`src/rtl/dtree_feeder_pkg.sv`:
```
// Shared definitions for the decision-tree feeder.
// Holds the FSM state encoding, the default feature/class geometry and the
// width of the accepted-result counter.
package dtree_feeder_pkg;

    typedef enum logic [1:0] {
        ST_LOAD  = 2'd0,  // accepting feature beats into the staging buffer
        ST_DRAIN = 2'd1,  // overlong sample: swallow beats until s_last
        ST_EVAL  = 2'd2,  // waiting out the classifier latency
        ST_OUT   = 2'd3   // result presented, waiting for m_ready
    } state_t;

    localparam int DEF_N_FEAT = 9;
    localparam int DEF_FEAT_W = 8;
    localparam int DEF_CLS_W  = 2;
    localparam int CNT_W      = 16;

endpackage

```
`src/rtl/dtree_feeder.sv`:
```
// Decision-tree feeder: collects N_FEAT feature beats from a valid/ready
// stream, presents the assembled vector to an external classifier and returns
// the registered class on a valid/ready result port.
//
// Ports
//   clk, rst             single clock, synchronous active-high reset
//   s_valid/s_ready      feature beat handshake
//   s_data, s_last       feature value (X0 first), end-of-sample marker
//   feat                 assembled vector to the classifier, X0 in the LSBs
//   cls_in               classifier result for feat
//   m_valid/m_ready      result handshake
//   m_class, m_err       class result; m_err flags a malformed sample
//   sample_cnt           results accepted downstream, saturating
module dtree_feeder
    import dtree_feeder_pkg::*;
#(
    parameter int N_FEAT  = DEF_N_FEAT,
    parameter int FEAT_W  = DEF_FEAT_W,
    parameter int CLS_W   = DEF_CLS_W,
    parameter int CLS_LAT = 0
) (
    input  logic                     clk,
    input  logic                     rst,
    input  logic                     s_valid,
    output logic                     s_ready,
    input  logic [FEAT_W-1:0]        s_data,
    input  logic                     s_last,
    output logic [N_FEAT*FEAT_W-1:0] feat,
    input  logic [CLS_W-1:0]         cls_in,
    output logic                     m_valid,
    input  logic                     m_ready,
    output logic [CLS_W-1:0]         m_class,
    output logic                     m_err,
    output logic [CNT_W-1:0]         sample_cnt
);

    localparam int IDX_W  = (N_FEAT > 1) ? $clog2(N_FEAT) : 1;
    localparam int WAIT_W = (CLS_LAT > 0) ? $clog2(CLS_LAT + 1) : 1;
    localparam logic [IDX_W-1:0] LAST_IDX = IDX_W'(N_FEAT - 1);

    state_t                         state, nxt;
    logic [IDX_W-1:0]               idx;
    logic                           err_flag;
    logic [WAIT_W-1:0]              wait_q;
    // Beats land in a staging buffer; feat only updates when a sample
    // completes cleanly, so a malformed sample never disturbs the classifier
    // input left by the previous good one.
    logic [N_FEAT-1:0][FEAT_W-1:0]  buf_q;
    logic [N_FEAT*FEAT_W-1:0]       feat_q;

    logic beat;
    assign beat = s_valid && s_ready;
    assign feat = feat_q;

    // State register
    always_ff @(posedge clk) begin
        if (rst) state <= ST_LOAD;
        else     state <= nxt;
    end

    // Next-state logic
    always_comb begin
        nxt = state;
        case (state)
            ST_LOAD: begin
                if (beat) begin
                    if (s_last)                nxt = (idx == LAST_IDX) ? ST_EVAL : ST_OUT;
                    else if (idx == LAST_IDX)  nxt = ST_DRAIN;
                end
            end
            ST_DRAIN: if (beat && s_last)      nxt = ST_OUT;
            ST_EVAL:  if (wait_q == '0)        nxt = ST_OUT;
            ST_OUT:   if (m_ready)             nxt = ST_LOAD;
            default:                           nxt = ST_LOAD;
        endcase
    end

    // FSM outputs
    always_comb begin
        s_ready = 1'b0;
        m_valid = 1'b0;
        case (state)
            ST_LOAD, ST_DRAIN: s_ready = 1'b1;
            ST_OUT:            m_valid = 1'b1;
            default: ;
        endcase
    end

    // Datapath
    always_ff @(posedge clk) begin
        if (rst) begin
            idx        <= '0;
            err_flag   <= 1'b0;
            wait_q     <= '0;
            buf_q      <= '0;
            feat_q     <= '0;
            m_class    <= '0;
            m_err      <= 1'b0;
            sample_cnt <= '0;
        end else begin
            case (state)
                ST_LOAD: begin
                    if (beat) begin
                        buf_q[idx] <= s_data;
                        if (idx == LAST_IDX) begin
                            idx <= '0;
                            if (s_last) begin
                                // last slot comes straight from s_data so feat
                                // is complete on EVAL entry
                                feat_q <= {s_data, buf_q[N_FEAT-2:0]};
                                wait_q <= WAIT_W'(CLS_LAT);
                            end else begin
                                err_flag <= 1'b1;
                            end
                        end else if (s_last) begin
                            idx      <= '0;
                            err_flag <= 1'b1;
                            m_err    <= 1'b1;
                            m_class  <= '0;
                        end else begin
                            idx <= idx + IDX_W'(1);
                        end
                    end
                end
                ST_DRAIN: begin
                    if (beat && s_last) begin
                        m_err   <= 1'b1;
                        m_class <= '0;
                    end
                end
                ST_EVAL: begin
                    if (wait_q == '0) begin
                        m_class <= cls_in;
                        m_err   <= 1'b0;
                    end else begin
                        wait_q <= wait_q - WAIT_W'(1);
                    end
                end
                ST_OUT: begin
                    if (m_ready) begin
                        err_flag <= 1'b0;
                        if (sample_cnt != '1) sample_cnt <= sample_cnt + CNT_W'(1);
                    end
                end
                default: ;
            endcase
        end
    end

endmodule

```
`config.mk`:
```
export PLATFORM = sky130hd
export DESIGN_NAME = dtree_feeder
export DESIGN_NICKNAME = d
export VERILOG_FILES = /design/src/rtl/dtree_feeder_pkg.sv /design/src/rtl/dtree_feeder.sv
export SDC_FILE = /design/constraint.sdc
export NUM_CORES = 1
export LEC_CHECK = 0
export BUFFER_PORTS_ARGS = -buffer_cell sky130_fd_sc_hd__buf_2
export CORE_MARGIN = 5
export CORE_UTILIZATION = 35
export CTS_CLUSTER_DIAMETER = 100
export DETAILED_ROUTE_END_ITERATION = 12
export GPL_TIMING_DRIVEN = 0
export PLACE_DENSITY = 0.66
export SYNTH_ARGS = -nofsm -noshare
export SYNTH_HDL_FRONTEND = slang
export SYNTH_SLANG_ARGS = --single-unit
```
`constraint.sdc`:
```
create_clock -name clk -period 2 [get_ports clk]
set_input_delay 0.4 -clock clk [delete_from_list [all_inputs] [get_ports clk]]
set_output_delay 0.4 -clock clk [all_outputs]
set_load 0.01 [all_outputs]
```
Word level (Yosys, flattened, before mapping) --
Cells that the tools add are included.
Storage, ports and cells: bits in registers 170, input port bits 15, output and inout port bits 93, word-level logic and storage cells 79
Operators by class: add/sub/neg operators 3, $lt $le $gt $ge 2, equal/unequal tests 13, multiplexer cells 32, reductions and logical operators 13
Operators with widths (number):
- bitwise mux 72 bit | 1
- demux 8 bit (select 4 bit) | 1
- two-way mux 2 bit | 11
- adder 16 x 1 -> 16 bit (second input constant) | 1
- inequality test 16 bit (second input constant) | 1
- inequality test 2 bit (second input constant) | 7
- two-way mux 1 bit | 12
- two-way mux 4 bit | 2
- two-way mux 8 bit | 1
- case mux 2 bit (4 select lines) | 1
- AND reduction 4 bit | 2
- case mux 2 bit (3 select lines) | 1
- AND reduction 6 bit | 1
- less-than comparator 4 x 5 -> 1 bit (second input constant) | 1
- AND reduction 5 bit | 1
- adder 4 x 1 -> 4 bit (second input constant) | 1
- equality test 2 bit (second input constant) | 2
- equality test 4 bit (second input constant) | 1
- greater-or-equal comparator 4 x 1 -> 1 bit (second input constant) | 1
- logical AND 1 bit | 3
- inequality test 3 bit (second input constant) | 1
- case mux 1 bit (3 select lines) | 1
- AND reduction 3 bit | 1
- nonzero test 3 bit | 1
- other kinds (7) | 7

Depth between registers and ports, before layout --
depth after elaboration 7, mapped depth 10, depth with buffers taken out 6

Worst setup path after synthesis --
OpenSTA, ideal clock, no wires.
path kind flip-flop to flip-flop, start point reg idx[0], end point reg feat_q[51] (netlist: feat[51]), library setup time 0.070 ns, data arrival time 1.773 ns, data required time 1.930 ns, path slack 0.157 ns, stages on the path, launching flop included 10, path buffers 3, clock period less this slack 1.843 ns, path through dfxtp_1 -> inv_1 -> ha_1 -> buf_2 -> and3b_1 -> buf_2 -> nand4_1 -> clkbuf_1 -> nand2_1 -> a21oi_1
On the way: cells in the longest elaborated chain, start to end 2
RTL lines:
- start: declaration | RTL line dtree_feeder.sv:42 | logic [IDX_W-1:0] idx;
- start signal: assignment | RTL line dtree_feeder.sv:121 | idx <= idx + IDX_W'(1);
- equality test 4 bit | RTL line dtree_feeder.sv:105 | if (idx == LAST_IDX) begin
- AND reduction 4 bit (no line)
- end signal: assignment | RTL line dtree_feeder.sv:110 | feat_q <= {s_data, buf_q[N_FEAT-2:0]};
- end: declaration | RTL line dtree_feeder.sv:49 | logic [N_FEAT*FEAT_W-1:0] feat_q;
No other way between the ends. A chain may end at the register's enable or synchronous reset.

Worst setup path after layout --
start point reg idx[0], end point reg state[0]
On the way: cells in the longest elaborated chain, start to end 5, elaborated cells between the ends (all ways) 7, those cells by class eq/ne (2); mux (4); reduce/logical (1)
RTL lines:
- equality test 4 bit (*) | RTL line dtree_feeder.sv:67, dtree_feeder.sv:68
- two-way mux 1 bit | RTL line dtree_feeder.sv:67 | if (s_last) nxt = (idx == LAST_IDX) ? ST_EVAL : ST_OUT;
- two-way mux 2 bit | RTL line dtree_feeder.sv:67
- two-way mux 2 bit | RTL line dtree_feeder.sv:66 | if (beat) begin
- case mux 2 bit (4 select lines) | RTL line dtree_feeder.sv:64 | case (state)
- end signal: assignment | RTL line dtree_feeder.sv:58 | else state <= nxt;
- end: declaration | RTL line dtree_feeder.sv:41 | state_t state, nxt;
Mark *: on every way between the ends. The rest lies on a longest branch, timed or not. The select of a mux whose other input is x is not followed.

==> flow_summary_export.csv <==
group,metric,value,unit
finish,final_area,7762,um^2
critical_path,regToRegEndpoint,"state[0]",
routing,drc,0,
critical_path,slowest_delay,0.38,ns
finish,drive_gt1_share,19.80,%
hold_path,holdPathStages,3,
clock_network,cts_buffers,17,
placement,placed_area,6969,um^2
synthesis,ys_warn_count,0,
finish,final_nets,926,
sta,setup_viol,0,
power_and_ir_drop,powerDensity,956.8,nW/um^2
floorplanning,initial_utilization,35.71,%
finish,nFillCells,1736,
power_and_ir_drop,power,7.427,mW
sta,fin_ws,0.08359,ns
hold_path,min_to,"m_class[0]",
critical_path,rrSetupSlack,0.08,ns
routing,drt-total-wl,16950,um
routing,drt_iter0_drc,388,
clock_network,clockBufferDepth,2,
placement,dp.cells,1097,
synthesis,avgSynthCellArea,8.007,um^2
routing,ant_nets,0,
synthesis,synth_cell_type_count,41,
placement,dpl_worst_slack,-0.5710,ns
job,max_cap_viol_count,0,
routing,drt-vias-per-instance,4.951,
floorplanning,rows,48,
synthesis,mappedNetlistArea,6197,um^2
sta,post-route-min-period,1.916,ns
run_status,outcome,"complete, no violations",
sta,slew_headroom,51.48,%
routing,first_pass_iters,7,
clock_network,ctsHoldBuffers,0,
synthesis,synth_enable_flop_cells,0,
floorplanning,die_x,143.1,um
critical_path,cpLargestDelayFamily,"compound AO/OA/AOI/OAI gates",
finish,area_growth,25.26,%
critical_path,critPathArrivalTime,2.29,ns
finish,fin_cells,1139,
critical_path,cpMaxStageDelayCell,"dfxtp_4",
critical_path,reg2regPathDepth,9,
critical_path,cp_data_required_time,2.37,ns
synthesis,synthArstFlopShare,0,%
sta,setup-tns-final,0,ns
critical_path,cp_max_fo,6,
clock_network,clk_pin_slew,0.07,ns
sta,rsz0062_at_grt,"true",
synthesis,ys_top_cells_by_area,"dfxtp_1 (52%), nand2_1 (14%), a21oi_1 (13%)",
clock_network,h-tree-depth,4,
synthesis,ys_seq_area_share,52.01,%
floorplanning,coreArea,17360,um^2
synthesis,syn_inst,774,
critical_path,worst_setup_path_start_kind,"flip-flop",
sta,tightest_slew,0.7278,ns
finish,final_util,44.72,%
global_routing,antenna_found_initial,0,
critical_path,endpoint_kind,"flip-flop",
sta,fmax,0.5218,GHz
clock_network,insertion_delay,0.42,ns
finish,multi_input_area,2716,um^2
hold_path,holdCritStartpoint,"cls_in[0]",
global_routing,grt_pass1_wl,26880,um
hold_path,hp-class,"in -> reg",
critical_path,crit_path_frequent_cell,"buf_6",
sta,hold_slack,0.2444,ns
clock_network,clock_sinks,161,
clock_network,cts_tree,"yes",
placement,io_buffers,98,
sta,slew_violations,0,
power_and_ir_drop,ir_drop,0.0006459,V
critical_path,path_class,"reg -> reg",
synthesis,synth_seq_cells,161,
synthesis,synth_nets,799,
sta,min_period_over_period,95.82,%
synthesis,synth_top_area_cell,"dfxtp_1",
floorplanning,die-area,20470,um^2
sta,timing_hold_violations_final,0,
critical_path,crit_buf_inv,4,
critical_path,path_cells,"inv_1 -> ha_2 -> buf_6 -> and3b_1 -> buf_6 -> buf_4 -> a221o_1 -> a211oi_1 -> a31o_1",
finish,regArea,3228,um^2
critical_path,r2r-start,"idx[0]",
synthesis,synth_ff_type,"dfxtp_1",
synthesis,yosysTopAreaCellShare,52.01,%
global_routing,grt.total_usage,16.48,%
clock_network,clock_tree.root_cell,"clkbuf_16",
routing,wl_per_cell,14.88,um
finish,antenna_cells,0,
power_and_ir_drop,p_leak,2.917,nW
sta,finalClockSkew,0.01570,ns
global_routing,gr-total-overflow,0,
floorplanning,io_pins,108,
floorplanning,die_h,143.1,um
global_routing,grt_max_degree,17,
routing,num_vias,5639,
global_routing,grt_pass1_vias,5291,
placement,globalplace.congestion,0.7939,
placement,hpwl,11660,um
[metal layers]
layer  vias to the layer above  wire length (um)  track usage (%)
met1                      2604              7469            20.78
li1                       2861                 -                -
met4                         0               267            4.852
met3                        25               997            4.689
met5                         -                 0                0
met2                       149              8215            27.50
[report_power, final]
part / internal (mW) / switching [mW]
combinational: 0.334 / 0.572
sequential: 3.29 / 0.0574
clock: 1.86 / 1.31
total: 5.48 / 1.94
[state kept, by name, summed over array words and instances, names as in the netlist]
| signal | flops |
|---|---|
| buf_q | 64 |
| feat | 72 |
| idx | 4 |
| m_class | 2 |
| m_err | 1 |
| sample_cnt | 16 |
| state | 2 |
[worst max-delay path by stage]
| stage | to | slack (ns) | cells past startpoint | from |
|---|---|---|---|---|
| floorplan | feat[51] | 0.16 | 9 | idx[0] |
| CTS | feat[64] | 0.02 | 10 | idx[0] |
| detailed placement | feat[60] | -0.57 | 9 | idx[0] |
| global route | buf_q[37] | -0.01 | 7 | state[0] |
| global placement | feat[59] | -0.53 | 9 | idx[0] |
| finish | state[0] | 0.08 | 9 | idx[0] |
[Yosys cell counts (3+ instances only)]
cell type  count
a21oi_1      155
and3_1         3
and4_1         3
buf_2         19
clkbuf_1      41
dfxtp_1      161
ha_1          10
inv_1          9
nand2_1      223
nand3_1       74
nand4_1        4
nor2_1        13
nor2b_1        3
o21ai_0        3
o21ai_1        8
or2_2          3
or3_1         10
[cells in the final DEF, fill, tap and decap left out, types with 3 or more instances in the layout]
master      instances
nand3_1            73
dfxtp_1           159
clkbuf_1           36
buf_6              11
nand2_1           222
and4_1              3
clkinv_2            6
or3_1              10
clkbuf_16          17
a21oi_1           155
and3_1              3
buf_4              19
o21ai_1             8
nor2_1             12
or2_2               3
clkinvlp_4          3
ha_1                8
inv_1               9
nand4_1             4
o21ai_0             3
nor2b_1             3
buf_2             103
[tightest hold or removal path: stages]
cell and delay (ns):
buf_2 0.10, nand3_1 0.05, a21oi_1 0.06
[cell type report]
type	count	share of cell area, %
Buffer	61	4.433
Clock buffer	18	5.658
Clock inverter	14	1.789
Inverter	9	0.4352
Multi-Input combinational cell	542	34.99
Sequential cell	161	41.59
Tap cell	225	3.627
Timing Repair Buffer	109	7.479
[logic make-up (layout without fill, tap and decap cells)]
family                     after synthesis  count (layout)  share of synthesized area (%)
and+or+nand+nor                        349             349                          24.93
AOI/OAI and AO/OA                      177             177                          15.20
DFF                                    161             161                          52.01
buffers and inverters                   71             211                          4.866
adders and majority gates               10              10                          2.019
muxes                                    4               4                         0.6864
xor gates and xnor gates                 2               2                         0.2827
[repair_timing]
item / CTS / global route
gates cloned: 0 / 1
resized for setup: 24 / 26
setup buffers: 1 / 9
setup endpoints to repair: 103 / 128
pin swaps: 0 / 2
Power figures use the tool's default switching activity.
